File: src/rtl/act_skew_feeder.sv
// Activation skew feeder for a weight-stationary systolic array.
// Takes one activation vector per handshake and delays element r by r
// advances, so the array's left edge sees a diagonal wavefront. It also
// drives the shared PE enable and flushes the skew lines with zeros
// after the last vector of a tile.
module act_skew_feeder #(
    parameter int ROWS       = 4,
    parameter int DATA_WIDTH = 8
) (
    input  logic                       clk,
    input  logic                       rst,
    input  logic                       in_valid,
    output logic                       in_ready,
    input  logic [ROWS*DATA_WIDTH-1:0] in_data,
    input  logic                       in_last,
    output logic [ROWS*DATA_WIDTH-1:0] act_out,
    output logic [ROWS-1:0]            act_valid,
    output logic                       pe_enable,
    output logic                       busy,
    output logic                       done
);

    typedef enum logic [1:0] {
        IDLE   = 2'd0,
        STREAM = 2'd1,
        DRAIN  = 2'd2
    } state_t;

    // The drain counter only has to hold ROWS-1.
    localparam int CNT_W = (ROWS > 1) ? $clog2(ROWS) : 1;
    localparam logic [CNT_W-1:0] CNT_LOAD = CNT_W'(ROWS - 1);
    localparam logic [CNT_W-1:0] CNT_ONE  = CNT_W'(1);

    state_t           state;
    state_t           state_nxt;
    logic [CNT_W-1:0] cnt;
    logic [CNT_W-1:0] cnt_nxt;
    logic             done_nxt;
    logic             accept;
    logic             advance;
    logic             feed_vld;

    assign accept  = in_valid & in_ready;
    assign advance = pe_enable;
    // Outside DRAIN an advance only happens on an accept, so the fed
    // element is real; in DRAIN the lines are filled with zeros.
    assign feed_vld = (state != DRAIN);

    // State register, drain counter and registered done pulse.
    always_ff @(posedge clk) begin
        if (rst) begin
            state <= IDLE;
            cnt   <= '0;
            done  <= 1'b0;
        end else begin
            state <= state_nxt;
            cnt   <= cnt_nxt;
            done  <= done_nxt;
        end
    end

    // Next-state logic: enter DRAIN on the last vector, count down the flush.
    always_comb begin
        state_nxt = state;
        cnt_nxt   = cnt;
        done_nxt  = 1'b0;
        case (state)
            IDLE, STREAM: begin
                if (accept) begin
                    if (in_last) begin
                        if (ROWS == 1) begin
                            // A single row has nothing to flush.
                            state_nxt = IDLE;
                            done_nxt  = 1'b1;
                        end else begin
                            state_nxt = DRAIN;
                            cnt_nxt   = CNT_LOAD;
                        end
                    end else begin
                        state_nxt = STREAM;
                    end
                end
            end
            DRAIN: begin
                cnt_nxt = cnt - CNT_ONE;
                if (cnt == CNT_ONE) begin
                    state_nxt = IDLE;
                    done_nxt  = 1'b1;
                end
            end
            default: state_nxt = IDLE;
        endcase
    end

    // Handshake and advance outputs; forced low while reset is asserted.
    always_comb begin
        in_ready  = 1'b0;
        pe_enable = 1'b0;
        busy      = 1'b0;
        if (!rst) begin
            busy = (state != IDLE);
            case (state)
                IDLE, STREAM: begin
                    in_ready  = 1'b1;
                    // A stall inserts no bubble: nothing shifts.
                    pe_enable = in_valid;
                end
                DRAIN: begin
                    pe_enable = 1'b1;
                end
                default: ;
            endcase
        end
    end

    // One skew line per row: row r has r+1 stages, the top stage drives act_out.
    // The final real element sits on the top of the last row when done rises.
    for (genvar r = 0; r < ROWS; r++) begin : g_row
        logic [DATA_WIDTH-1:0] feed_dat;

        assign feed_dat = feed_vld ? in_data[r*DATA_WIDTH +: DATA_WIDTH] : '0;

        if (r == 0) begin : g_tap
            logic [DATA_WIDTH-1:0] dat_sr;
            logic                  vld_sr;

            // Single-stage line for row 0.
            always_ff @(posedge clk) begin
                if (rst) begin
                    dat_sr <= '0;
                    vld_sr <= 1'b0;
                end else if (advance) begin
                    dat_sr <= feed_dat;
                    vld_sr <= feed_vld;
                end
            end

            assign act_out[r*DATA_WIDTH +: DATA_WIDTH] = dat_sr;
            assign act_valid[r]                         = vld_sr;
        end else begin : g_line
            logic [(r+1)*DATA_WIDTH-1:0] dat_sr;
            logic [r:0]                  vld_sr;

            // Multi-stage line: new element enters at the bottom, oldest leaves at the top.
            always_ff @(posedge clk) begin
                if (rst) begin
                    dat_sr <= '0;
                    vld_sr <= '0;
                end else if (advance) begin
                    dat_sr <= {dat_sr[r*DATA_WIDTH-1:0], feed_dat};
                    vld_sr <= {vld_sr[r-1:0], feed_vld};
                end
            end

            assign act_out[r*DATA_WIDTH +: DATA_WIDTH] = dat_sr[(r+1)*DATA_WIDTH-1 -: DATA_WIDTH];
            assign act_valid[r]                         = vld_sr[r];
        end
    end

endmodule
File: config.mk
export PLATFORM = sky130hd
export DESIGN_NAME = act_skew_feeder
export DESIGN_NICKNAME = d
export VERILOG_FILES = /design/src/rtl/act_skew_feeder.sv
export SDC_FILE = /design/constraint.sdc
export NUM_CORES = 1
export LEC_CHECK = 0
export BUFFER_PORTS_ARGS = -buffer_cell sky130_fd_sc_hd__buf_4
export CORE_ASPECT_RATIO = 0.9
export CORE_MARGIN = 4
export CORE_UTILIZATION = 35
export CTS_CLUSTER_SIZE = 30
export DETAILED_ROUTE_END_ITERATION = 12
export PLACE_DENSITY = 0.59
export SYNTH_ARGS = -nofsm -noshare
export SYNTH_HDL_FRONTEND = slang
export SYNTH_SLANG_ARGS = --single-unit
File: constraint.sdc
create_clock -name clk -period 4 [get_ports clk]
set_clock_uncertainty 0.15 [all_clocks]
set_input_delay 0.4 -clock clk [delete_from_list [all_inputs] [get_ports clk]]
set_output_delay 0.4 -clock clk [all_outputs]
set_load 0.05 [all_outputs]
# Yosys cells after proc, flatten, opt, wreduce, memory -nomap -nowiden
# Cells that the tools add are included.
op_classes:
  n_addsub: 1
  n_mul: 0
  div_mod_pow: 0
  magnitude_cmp: 0
  eq_ne: 7
  shift: 0
  muxes: 17
  bitwise_logic: 2
  n_reduce_logical: 7
op_table:
  columns: ["cell", "count"]
  rows:
  - ["8-bit 2-to-1 mux", 4]
  - ["2-bit 2-to-1 mux", 5]
  - ["2-bit inequality test, second input constant", 4]
  - ["2-bit one-hot mux with 2 select lines", 2]
  - ["1-bit 2-to-1 mux", 5]
  - ["2-bit by 1-bit == test with 1-bit output, second input constant", 2]
  - ["2-bit nonzero test", 2]
  - ["2-bit OR reduction", 2]
  - ["3-bit AND reduction", 1]
  - ["2-bit == test, second input constant", 1]
  - ["2-bit zero test", 1]
  - ["1-bit one-hot mux with 2 select lines", 1]
  - ["2-bit AND reduction", 1]
  - ["2-bit by 1-bit subtractor with 2-bit output, second input constant", 1]
  - ["1-bit AND", 1]
  - ["1-bit NOT", 1]
word_totals:
  register_bits: 95
  latch_bits: 0
  mem_bits_rw: 0
  romBits: 0
  input_bits: 36
  out_inout_bits: 40
  mem_count: 0

# Depth between registers and ports, before layout
logic_depth:
  word_depth: 7
  depth_mapped: 6
  ltp_nobuf: 4

# Least setup slack after synthesis
# Ideal clock, no wire load.
synth_path:
  path_type: "in2out"
  startpoint: "input rst"
  endpoint: "output busy"
  t_arrival_ps: 1441
  setup_slack_ps: 2009
  cell_stages: 3
  n_path_buf: 2
  cell_sequence: "buf_2 -> clkbuf_1 -> nor2_1"
synth_between:
  elab_chain_len: 1
synth_lines:
  columns: ["item", "line_no", "rtl"]
  rows:
  - ["start, declared", "11", "input logic rst,"]
  - ["1-bit 2-to-1 mux", "100", "if (!rst) begin"]
  - ["end, declared", "19", "output logic busy,"]
# No other way between the ends.

# Worst setup path after layout
layout_path:
  startpoint: "register state[1]"
  endpoint: "output pe_enable"
layout_between:
  elab_chain_len: 4
  elab_cells_between_ends: 6
layout_lines:
  columns: ["item", "line_no", "rtl"]
  rows:
  - ["start, declared", "34", "state_t state;"]
  - ["start signal, assigned", "56", "state <= state_nxt;"]
  - ["2-bit by 1-bit == test with 1-bit output / 2-bit zero test (equally long branches)", "102", "case (state)"]
  - ["2-bit OR reduction", "102", null]
  - ["1-bit one-hot mux with 2 select lines *", "102", null]
  - ["1-bit 2-to-1 mux *", "100", null]
  - ["end, declared", "18", "output logic pe_enable,"]
# Every way passes the cells marked *; elsewhere a longest branch is shown, timed or not.

==> summary.md <==
| Metric | Value |
|---|---|
| Initial antenna violation count | 0 |
| Number of flops mapped to enable cells by yosys | 0 |
| WL per Instance | 14.8 um |
| Power share of the combinational group | 0.131 |
| Post-Route Setup TNS | 0 ns |
| P_sw | 0.000488 W |
| Clk sinks | 89 |
| Die Width | 113 um |
| Vias in the first global route | 2529 |
| Largest net degree at the start of global routing | 64 |
| Clock transition at path regs | 0.09 ns |
| Maximum fanout along the worst path | 53 |
| Gr usage total | 0.135 |
| Asr flop ratio synth | 0 |
| Worst Path Class, Setup | reg2out |
| Final WS setup | 1.27 ns |
| Top cells by area, synth | dfxtp_1 (52%), buf_4 (8.2%), a22o_1 (7.8%), a21oi_1 (7.7%), nand3_1 (7.2%) |
| Fin crit period | 2.73 ns |
| Yosys top cell by area | dfxtp_1 |
| Delay of the slowest cell on the worst path | 0.88 ns |
| # diodes | 0 |
| Fmax | 366 MHz |
| Remaining DRCs | 0 |
| Sw frac | 0.272 |
| CTS tree | built |
| Final Non-Filler Cells | 524 |
| Post-Synthesis Cells | 367 |
| # resized after CTS | 0 |
| Register area share after synthesis | 0.515 |
| Worst path slowest cell | nor2b_4 |
| Dpl hpwl | 4.71 mm |
| # IOs | 76 |
| Pint | 0.00131 W |
| Initial core utilization | 0.358 |
| Clock group share of total power | 0.340 |
| Leakage | 1.54 nW |
| Final Hold Viols | 0 |
| Hold Crit Class | in2reg |
| Fillers | 974 |
| Critical path required time | 3.45 ns |
| Synthesized area | 3460 sq um |
| Longest Clk Path Bufs | 2 |
| CP arrival | 2.18 ns |
| Cell repeated most along the worst path | nor2_1 |
| Unique cell type count in the Yosys netlist | 29 |
| Most frequent cells in the layout | dfxtp_1 (89), buf_4 (77), a21oi_1 (53) |
| CTS root buffer | clkbuf_8 |
| Fraction of layout cells with a size suffix above 1 | 0.254 |
| Htree depth | 3 |
| Relative slew slack | 0.175 |
| DIE AREA | 11500 sq um |
| Crit path cell chain | nor2b_4 -> nor2_1 -> nor2_1 -> buf_4 |
| Via Count | 2683 |
| Commonest non-fill, non-tap cell in the layout | dfxtp_1 |
| MaxCap Viol Count | 0 |
| R2R Setup Slk | 1.53 ns |
| Status | finished, final reports clean |
| IO buf count | 75 |
| Worst slack at placement | 1.53 ns |
| Final net count | 430 |
| Hold Crit Start | in_last |
| Max IR drop VDD | 203 uV |
| Avg Cell Area, Syn | 9.43 sq um |
| PwrDens | 452 nW/um^2 |
| Placer's final routability congestion estimate | 0.701 |
| Hold depth | 2 |
| Register share of total power | 0.529 |
| CTS Buf Count | 9 |
| Max-slew violation count | 0 |
| R2R cell count | 4 |
| Area Growth Syn to Fin | 14.8% |
| Row cnt | 34 |
| Crit. End Element | primary output |
| Initial DRC Count | 158 |
| Hold Path End | state[0] |
| Final setup viols | 0 |
| Placed cell count | 508 |
| Number of hold buffers added after CTS | 0 |
| Final cycle utilization of the critical path | 0.683 |
| Worst-Skew Late Latency | 0.35 ns |
| # Post-CTS Setup Buffers | 0 |
| 1st-pass router iterations | 5 |
| Syn Nets | 404 |
| RSZ-0062 raised after global routing | no |
| GRT overflow | 0 |
| Synth Flop Type | dfxtp_1 |
| Core ar. | 9660 sq um |
| Reg-to-reg endpoint | g_row[0].g_tap.dat_sr[6] |
| Antenna Nets Post-Route | 0 |
| RR Startpoint | state[1] |
| Fin util | 0.411 |
| Synthesized flop and latch total | 89 |
| Share of the synthesized area in the top cell type | 0.515 |
| First-pass GRT wire length | 12.6 mm |
| Crit start category | register |
| Worst-margin pin slew | 1.23 ns |
| Ys Warns | 0 |
| Final wirelength | 7.77 mm |
| Hold slack final | 0.0841 ns |
| Die Ht | 102 um |
| Routed vias/inst | 5.12 |
-- cells in the mapped netlist, types with 2 or more instances --
| cell | number |
|---|---|
| buf_4 | 38 |
| nand2b_1 | 4 |
| clkbuf_2 | 5 |
| a21oi_1 | 53 |
| inv_1 | 2 |
| dfxtp_1 | 89 |
| nand2_1 | 3 |
| nand3_1 | 50 |
| o21ai_1 | 8 |
| clkbuf_1 | 4 |
| buf_6 | 5 |
| o21ai_0 | 43 |
| buf_2 | 9 |
| nor2_1 | 9 |
| a22o_1 | 31 |
-- worst max-delay path: cells and delay by family (launching register included) --
family	cells	cell delay (ns)
flops	1	0.44
simple gates	3	1.18
buf+inv	1	0.21
-- registers in the layout (all words and copies together) (netlist names) --
register	count
cnt	2
done	1
g_row.g_line.dat_sr	72
g_row.g_line.vld_sr	4
g_row.g_tap.dat_sr	8
state	2
-- cell families after synthesis --
group,share of synthesized area
xor gates and xnor gates,0.00253
DFF,0.515
muxes,0.00289
AOI/OAI and AO/OA,0.239
and+or+nand+nor,0.110
adders and majority gates,0.00362
buffers and inverters,0.127
-- power groups by stage --
| stage | logic [W] | registers (W) | clock network (W) |
|---|---|---|---|
| 5_1_grt | 0.000257 | 0.000956 | 0.000661 |
| 6_report | 0.000235 | 0.000950 | 0.000611 |
| 2_1_floorplan | 0.000166 | 0.000986 | 0 |
| 4_1_cts | 0.000238 | 0.000951 | 0.000628 |
| 3_3_place_gp | 0.000234 | 0.000970 | 0 |
| 3_5_place_dp | 0.000238 | 0.000971 | 0 |
-- worst max-delay path by stage --
stage	start	end	slack, ns	cells after the start
floorplan	rst	busy	2.01	3
global placement	in_valid	pe_enable	1.55	5
detailed placement	in_valid	pe_enable	1.53	5
CTS	state[1]	pe_enable	1.23	4
global route	state[1]	pe_enable	1.07	4
finish	state[1]	pe_enable	1.27	4
-- stage by stage --
| stage | total power, W | instance area [sq um] |
|---|---|---|
| 6_report | 0.00180 | 3970 |
| 3_5_place_dp | 0.00121 | 3780 |
| 3_3_place_gp | 0.00120 | 3780 |
| 5_1_grt | 0.00187 | 3970 |
| 2_1_floorplan | 0.00115 | 3460 |
| 4_1_cts | 0.00182 | 3970 |
-- area by class of cell --
class | count | area, sq um | share of cell area
multi-input combinational | 214 | 1250 | 0.315
clock buffer | 10 | 138 | 0.0346
tap | 126 | 158 | 0.0397
timing repair buffer | 77 | 578 | 0.146
clock inverter | 6 | 57.6 | 0.0145
sequential | 89 | 1780 | 0.449
inverter | 2 | 7.51 | 0.00189
-- metal layers --
| metal | share of wire | global-route usage | vias to the layer above | wire [um] |
|---|---|---|---|---|
| li1 | - | - | 1335 | - |
| met1 | 0.49 | 0.184 | 1293 | 3790 |
| met2 | 0.46 | 0.214 | 47 | 3550 |
| met3 | 0.043 | 0.0278 | 8 | 335 |
| met4 | 0.011 | 0.0444 | 0 | 89 |
| met5 | 0 | 0 | - | 0 |
Power figures use the tool's default switching activity.
